===== src/rtl/falafel_pkg.sv =====
`default_nettype none
// ---------------------------------------------------------------------------
// falafel_pkg : shared widths and types for the falafel core and memory port
// Revision 1.1
// ---------------------------------------------------------------------------
package falafel_pkg;

    localparam int DATA_W = 64;

    typedef enum logic [1:0] {
        READ  = 2'd0,
        WRITE = 2'd1,
        CAS   = 2'd2
    } mem_op_e;

    typedef enum logic [2:0] {
        IDLE    = 3'd0,
        RD_REQ  = 3'd1,
        RD_WAIT = 3'd2,
        WR_REQ  = 3'd3,
        WR_WAIT = 3'd4,
        RSP     = 3'd5
    } mem_port_state_e;

    // is_cas only has meaning for writes; a read ignores it.
    function automatic mem_op_e decode_op(input logic is_write, input logic is_cas);
        mem_op_e op;
        op = READ;
        if (is_write) begin
            op = is_cas ? CAS : WRITE;
        end
        return op;
    endfunction

endpackage
`default_nettype wire


===== src/rtl/falafel_sat_counter.sv =====
`default_nettype none
// ---------------------------------------------------------------------------
// falafel_sat_counter : up-counter that sticks at all-ones instead of wrapping
// Revision 1.1
// ---------------------------------------------------------------------------
module falafel_sat_counter #(
    parameter int CNT_W = 32
) (
    input  logic             clk_i,
    input  logic             rst_ni,
    input  logic             inc_i,
    output logic [CNT_W-1:0] cnt_o
);

    logic [CNT_W-1:0] cnt_q;
    logic [CNT_W-1:0] cnt_d;

    always_comb begin
        cnt_d = cnt_q;
        if (inc_i && (cnt_q != {CNT_W{1'b1}})) begin
            cnt_d = cnt_q + CNT_W'(1);
        end
    end

    always_ff @(posedge clk_i or negedge rst_ni) begin
        if (!rst_ni) begin
            cnt_q <= '0;
        end else begin
            cnt_q <= cnt_d;
        end
    end

    assign cnt_o = cnt_q;

endmodule
`default_nettype wire


===== src/rtl/falafel_mem_port.sv =====
`default_nettype none
// ---------------------------------------------------------------------------
// falafel_mem_port : one-at-a-time read/write/CAS bridge from core to OBI memory
// Revision 1.1
// ---------------------------------------------------------------------------
module falafel_mem_port #(
    parameter int DATA_W = falafel_pkg::DATA_W,
    parameter int CNT_W  = 32
) (
    input  logic              clk_i,
    input  logic              rst_ni,
    input  logic              core_req_val_i,
    output logic              core_req_rdy_o,
    input  logic              core_req_is_write_i,
    input  logic              core_req_is_cas_i,
    input  logic [DATA_W-1:0] core_req_addr_i,
    input  logic [DATA_W-1:0] core_req_data_i,
    input  logic [DATA_W-1:0] core_req_cas_exp_i,
    output logic              core_rsp_val_o,
    input  logic              core_rsp_rdy_i,
    output logic [DATA_W-1:0] core_rsp_data_o,
    output logic              mem_req_o,
    input  logic              mem_gnt_i,
    output logic              mem_we_o,
    output logic [DATA_W-1:0] mem_addr_o,
    output logic [DATA_W-1:0] mem_wdata_o,
    output logic              mem_lock_o,
    input  logic              mem_rvalid_i,
    input  logic [DATA_W-1:0] mem_rdata_i,
    output logic [CNT_W-1:0]  cas_fail_cnt_o,
    output logic [CNT_W-1:0]  req_cnt_o
);

    import falafel_pkg::*;

    mem_port_state_e   state_q, state_d;
    mem_op_e           op_q, op_d;
    logic [DATA_W-1:0] addr_q, addr_d;
    logic [DATA_W-1:0] wdata_q, wdata_d;
    logic [DATA_W-1:0] exp_q, exp_d;
    logic [DATA_W-1:0] rsp_data_q, rsp_data_d;
    logic              cas_fail_inc;
    logic              req_done_inc;

    always_ff @(posedge clk_i or negedge rst_ni) begin
        if (!rst_ni) begin
            state_q    <= IDLE;
            op_q       <= READ;
            addr_q     <= '0;
            wdata_q    <= '0;
            exp_q      <= '0;
            rsp_data_q <= '0;
        end else begin
            state_q    <= state_d;
            op_q       <= op_d;
            addr_q     <= addr_d;
            wdata_q    <= wdata_d;
            exp_q      <= exp_d;
            rsp_data_q <= rsp_data_d;
        end
    end

    always_comb begin
        state_d    = state_q;
        op_d       = op_q;
        addr_d     = addr_q;
        wdata_d    = wdata_q;
        exp_d      = exp_q;
        rsp_data_d = rsp_data_q;
        case (state_q)
            IDLE: begin
                if (core_req_val_i) begin
                    op_d       = decode_op(core_req_is_write_i, core_req_is_cas_i);
                    addr_d     = core_req_addr_i;
                    wdata_d    = core_req_data_i;
                    exp_d      = core_req_cas_exp_i;
                    rsp_data_d = '0;
                    state_d    = (op_d == WRITE) ? WR_REQ : RD_REQ;
                end
            end
            RD_REQ: if (mem_gnt_i) state_d = RD_WAIT;
            RD_WAIT: begin
                if (mem_rvalid_i) begin
                    rsp_data_d = mem_rdata_i;
                    state_d    = ((op_q == CAS) && (mem_rdata_i == exp_q)) ? WR_REQ : RSP;
                end
            end
            WR_REQ:  if (mem_gnt_i) state_d = WR_WAIT;
            // A CAS keeps the old value it read as its response.
            WR_WAIT: if (mem_rvalid_i) state_d = RSP;
            RSP:     if (core_rsp_rdy_i) state_d = IDLE;
            default: state_d = IDLE;
        endcase
    end

    always_comb begin
        core_req_rdy_o  = (state_q == IDLE);
        core_rsp_val_o  = (state_q == RSP);
        core_rsp_data_o = rsp_data_q;
        mem_req_o       = (state_q == RD_REQ) || (state_q == WR_REQ);
        mem_we_o        = (state_q == WR_REQ);
        mem_addr_o      = addr_q;
        mem_wdata_o     = wdata_q;
        mem_lock_o      = (op_q == CAS) && (state_q != IDLE) && (state_q != RSP);
        cas_fail_inc    = (state_q == RD_WAIT) && mem_rvalid_i && (op_q == CAS)
                          && (mem_rdata_i != exp_q);
        req_done_inc    = (state_q == RSP) && core_rsp_rdy_i;
    end

    falafel_sat_counter #(.CNT_W(CNT_W)) u_cas_fail_cnt (
        .clk_i  (clk_i),
        .rst_ni (rst_ni),
        .inc_i  (cas_fail_inc),
        .cnt_o  (cas_fail_cnt_o)
    );

    falafel_sat_counter #(.CNT_W(CNT_W)) u_req_cnt (
        .clk_i  (clk_i),
        .rst_ni (rst_ni),
        .inc_i  (req_done_inc),
        .cnt_o  (req_cnt_o)
    );

endmodule
`default_nettype wire


===== config.mk =====
export PLATFORM = sky130hd
export DESIGN_NAME = falafel_mem_port
export DESIGN_NICKNAME = d
export VERILOG_FILES = /design/src/rtl/falafel_pkg.sv /design/src/rtl/falafel_sat_counter.sv /design/src/rtl/falafel_mem_port.sv
export SDC_FILE = /design/constraint.sdc
export NUM_CORES = 1
export LEC_CHECK = 0
export CORE_AREA = 2 2 201 203
export DETAILED_ROUTE_END_ITERATION = 10
export DIE_AREA = 0 0 203 205
export DONT_BUFFER_PORTS = 1
export SLEW_MARGIN = 15
export SYNTH_ARGS = -nofsm -noshare
export SYNTH_HDL_FRONTEND = slang
export SYNTH_SLANG_ARGS = --single-unit

===== constraint.sdc =====
create_clock -name clk_i -period 4.35 [get_ports clk_i]
set_input_delay 0.87 -clock clk_i [delete_from_list [all_inputs] [get_ports clk_i]]
set_output_delay 0.87 -clock clk_i [all_outputs]
set_load 0.1 [all_outputs]

### Word-level counts from Yosys, hierarchy flattened

Cells that the tools add are included.

| storage, ports and cells | value |
|---|---|
| bits in registers | 325 |
| bits of input ports | 264 |
| output and inout bits | 261 |
| word-level logic and storage cells | 60 |

| operators by class | value |
|---|---|
| $add $sub $neg | 2 |
| eq/ne operators | 18 |
| multiplexer cells | 16 |
| reductions and logical operators | 16 |

Operator list:

| kind | number |
|---|---|
| two-way mux 64 bit | 2 |
| one-hot mux 64 bit (2 select lines) | 1 |
| adder 32 x 1 -> 32 bit, second input constant | 2 |
| equality test 64 bit | 1 |
| inequality test 32 bit, second input constant | 2 |
| inequality test 64 bit | 1 |
| two-way mux 3 bit | 7 |
| one-hot mux 3 bit (6 select lines) | 1 |
| two-way mux 2 bit | 5 |
| inequality test 2 bit, second input constant | 5 |
| logical AND 1 bit | 9 |
| equality test 3 x 2 -> 1 bit, second input constant | 2 |
| equality test 3 bit, second input constant | 2 |
| AND reduction 6 bit | 1 |
| equality test 3 x 1 -> 1 bit, second input constant | 1 |
| zero test 3 bit | 1 |
| inequality test 3 bit, second input constant | 1 |
| AND reduction 3 bit | 1 |
| nonzero test 3 bit | 1 |
| equality test 2 x 1 -> 1 bit, second input constant | 1 |
| equality test 2 bit, second input constant | 1 |
| inequality test 2 x 1 -> 1 bit, second input constant | 1 |
| AND reduction 2 bit | 1 |
| nonzero test 2 bit | 1 |
| logical OR 1 bit | 1 |

### Depth between registers and ports, before layout

| depth | value |
|---|---|
| depth after elaboration | 8 |
| gate-level depth with buffers | 10 |
| mapped depth without buffers | 6 |

### Hierarchy

A second synthesis with hierarchy kept.

| second synthesis, totals | value |
|---|---|
| cells, all modules | 1521 |
| area total of the unflattened synthesis | 14005.9 um^2 |

Modules (own cells, without submodules):

| module | instances | cells an instance | area each (um^2) | sequential area each (um^2) |
|---|---|---|---|---|
| falafel_mem_port | 1 | 1219 | 10757.8 | 6531.3 |
| falafel_sat_counter | 2 | 151 | 1624.1 | 800.8 |

### Least setup slack after synthesis

OpenSTA, ideal clock, no wires.

| timing | value |
|---|---|
| kind | reg-to-output |
| start point | reg state_q[2] |
| end point | out mem_lock_o |
| arrival time | 4.200 ns |
| required time | 3.480 ns |
| setup slack | -0.720 ns |
| stages on the path, launching flop included | 4 |
| path buffers | 1 |
| cell sequence | dfrtp_1 clkbuf_1 nor3_1 nor3b_1 |

| on the way | value |
|---|---|
| word-level cells in the longest chain between the ends | 3 |
| elaborated cells on any way between the ends | 4 |
| those cells by class | eq/ne: 1; reduce/logical: 3 |

Ends and longest elaborated chain:

| item | RTL line | text |
|---|---|---|
| start: declaration | falafel_mem_port.sv:36 | `mem_port_state_e state_q, state_d;` |
| start signal: assignment | falafel_mem_port.sv:54 | `state_q <= state_d;` |
| nonzero test 3 bit | falafel_mem_port.sv:104 | `mem_lock_o = (op_q == CAS) && (state_q != IDLE) && (state_q != RSP);` |
| logical AND 1 bit | falafel_mem_port.sv:104 |  |
| logical AND 1 bit (*) | falafel_mem_port.sv:104 |  |
| end: declaration | falafel_mem_port.sv:27 | `output logic mem_lock_o,` |

Mark *: on every way between the ends. The rest lies on a longest branch, timed or not.

### Final worst setup path

| timing | value |
|---|---|
| start point | reg u_cas_fail_cnt.cnt_q[16], in the netlist u_cas_fail_cnt.cnt_o[16] |
| end point | reg u_cas_fail_cnt.cnt_q[1], in the netlist u_cas_fail_cnt.cnt_o[1] |

| on the way | value |
|---|---|
| word-level cells in the longest chain between the ends | 2 |

Ends and longest elaborated chain:

| item | RTL line | text |
|---|---|---|
| start: declaration | falafel_sat_counter.sv:15 | `logic [CNT_W-1:0] cnt_q;` |
| start signal: assignment | falafel_sat_counter.sv:29 | `cnt_q <= cnt_d;` |
| inequality test 32 bit | falafel_sat_counter.sv:20 | `if (inc_i && (cnt_q != {CNT_W{1'b1}})) begin` |
| logical AND 1 bit | falafel_sat_counter.sv:20 |  |

No other way between the ends.
A chain may end at the register's enable or synchronous reset.

==> results.toml <==
[outcome]
status = "complete, no violations"

[critical_path]
end_kind = "flop"
critPathMaxFanout = 23
arrival_ps = 3550
criticalPathCategory = "reg -> reg"
ff2ff_path_depth = 7
setup.worst_path.start_class = "flop"
timing.rr.start = "u_cas_fail_cnt.cnt_o[16]$_DFFE_PN0P_"
r2r_slack_ps = 1220
crit_required_ps = 4770
rr_endpoint = "u_cas_fail_cnt.cnt_o[1]$_DFFE_PN0P_"

[floorplanning]
io_pins = 525
die_x_um = 203
coreArea_sq_um = 39370
initial_core_util_pct = 35.33
die_h_um = 205
num_rows = 73
die-area_sq_um = 41620

[clock_network]
cts_resized = 0
cts_made_buffers = 37
cts_buffer_depth = 3
root_buffer = "clkbuf_16"
clkLatencyLatePin_ps = 540
hold_buffers = 2
cts_setup_buffers = 0
path_clk_slew_ps = 60
cts_tree = "built"
htreeDepth = 2
clock_sinks = 325

[drt]
via_count = 10490
highest-signal-layer = "met5"
vias_per_cell = 4.986
ant_nets = 0
wirelength_um = 40980
drtPass1Iterations = 5
drcViolationCount = 0
drt_iter0_markers = 677
route.met2.wl_um = 19380
m1WireLength_um = 16180
avgRoutedWirePerCell_um = 19.47
wl_met3_um = 3872

[global_route]
antenna_found_initial = 2
grt_first_pass_wirelength_um = 62720
grt_max_degree = 248
grt_usage_pct = 19.41
globalRoute.totalOverflow = 0
grt_pass1_vias = 10566

[logic_synthesis]
ys_seq_elements = 325
syn-cell-area_sq_um = 13910
synthMuxAreaShare_pct = 0.1619
synth_edf_count = 0
ys_warn_count = 0
synth-simple-area-share_pct = 27.31
syn_avg_cell_area_sq_um = 9.137
synth_xor_area_share_pct = 7.935
synth-seq-area-share_pct = 58.48
synth_top_family_by_area = "simple AND/OR/NAND/NOR gates"
synthFlopType = "dfrtp_1"
async_reset_ff_share_pct = 100.0
synth_compound_area_share_pct = 3.077
syn_nets = 1788
yosysUniqueCellTypes = 43
syn_inst = 1522
synth_adder_area_share_pct = 0.1799

[sta]
setup_viol = 0
timing.setup.tns_ps = 0
fmax_ghz = 0.3197
period_share_pct = 71.92
slew_viol_final = 0
finClkSkew_ps = 20.29
worst-slew-pin-transition_ps = 1296
hold_violations = 0
slew_headroom_pct = 13.60
grt_setup_unrepaired = "false"
fin_crit_ps = 3128

[final_layout]
seqCellArea_sq_um = 8133
mostFrequentLayoutCells = "nand2_1, dfrtp_1, xor2_1"
area_growth_pct = 15.46
fillers = 3846
drive_gt1_share_pct = 9.506
fin_nets = 1819
final_common_cell = "nand2_1"
multiInputGateArea_sq_um = 5440

[placement]
hpwl_um = 28480
place_congestion = 0.8534
io_buffer_count = 0

[worst_hold_path]
min_path_type = "in -> async"

[run]
max_cap_viol_count = 0
[final cells by class]
cell class	instances	share of cell area, %
inverters	7	0.1636
multi-input cells	1111	33.88
clock buffers	51	6.608
repair buffers	71	3.748
well taps	525	4.091
diodes	1	0.01558
flip-flops and latches	325	50.65
clock inverters	13	0.8416
[worst max-delay path, stage by stage (launching register included)]
cell	delay [ps]
dfrtp_1	330
buf_4	320
nand4_1	240
nor3_4	350
and3_1	420
and3_1	840
nor3_1	170
mux2_2	320
[state kept, by name, summed over array words and instances (netlist names)]
| register | flops |
|---|---|
| mem_wdata_o | 64 |
| mem_addr_o | 64 |
| u_cas_fail_cnt.cnt_o | 32 |
| exp_q | 64 |
| op_q | 2 |
| u_req_cnt.cnt_o | 32 |
| state_q | 3 |
| core_rsp_data_o | 64 |
[worst max-delay path by stage]
stage	start	end	slack [ps]	cells past startpoint
global route	u_cas_fail_cnt.cnt_o[16]$_DFFE_PN0P_	u_cas_fail_cnt.cnt_o[1]$_DFFE_PN0P_	1050	7
floorplan	state_q[2]$_DFFE_PN0P_	mem_lock_o	310	3
CTS	state_q[0]$_DFFE_PN0P_	mem_we_o	1190	2
detailed placement	mem_rdata_i[3]	u_cas_fail_cnt.cnt_o[1]$_DFFE_PN0P_	1270	7
finish	u_cas_fail_cnt.cnt_o[16]$_DFFE_PN0P_	u_cas_fail_cnt.cnt_o[1]$_DFFE_PN0P_	1220	7
global placement	mem_rdata_i[38]	u_cas_fail_cnt.cnt_o[1]$_DFFE_PN0P_	1260	7
[synth_stat cells (2+ instances only)]
master,number,area share [%]
a21oi_1,5,0.18
and2_1,5,0.22
and3_1,14,0.63
and4_1,6,0.38
buf_2,30,1.1
buf_4,2,0.11
buf_6,4,0.32
clkbuf_1,42,1.1
dfrtp_1,325,58
ha_1,2,0.18
inv_1,7,0.19
mux2_2,2,0.16
nand2_1,737,20
nand2b_1,2,0.090
nand3_1,26,0.94
nand4_1,22,0.99
nand4_2,2,0.18
nor2_1,14,0.38
nor2b_1,2,0.090
nor3_1,30,1.1
nor3b_2,2,0.18
nor4_1,28,1.3
nor4_2,2,0.18
o21ai_0,67,2.4
o31ai_1,2,0.11
xnor2_1,21,1.3
xor2_1,105,6.6
[metal layers]
layer	track usage, %	vias to the layer above
met2	31.75	469
met3	6.427	80
met5	0	-
li1	-	4902
met4	8.525	2
met1	23.39	5037
[per-stage QoR]
step / cell area (sq um) / hold WS (ps) / utilization, % / setup slack, ps / cells
2_1_floorplan: 13910 / 430.9 / - / 312.6 / 1522
3_3_place_gp: 14820 / 446.4 / 37.64 / 1263 / 2037
3_5_place_dp: 14820 / 450.0 / 37.64 / 1267 / 2037
4_1_cts: 16050 / 2.472 / 40.77 / 1191 / 2103
5_1_grt: 16060 / 11.94 / 40.79 / 1055 / 2104
6_report: 16060 / 59.21 / 40.79 / 1222 / 2104
[kinds of logic after synthesis]
logic type      count (synthesis)
simple gates                  902
flops                         325
xor+xnor                      126
buf+inv                        86
compound gates                 79
mux                             2
fa+ha+maj                       2
Power is not shown: default switching activity piles up to over one toggle a cycle in this logic, so the estimate is an artifact.
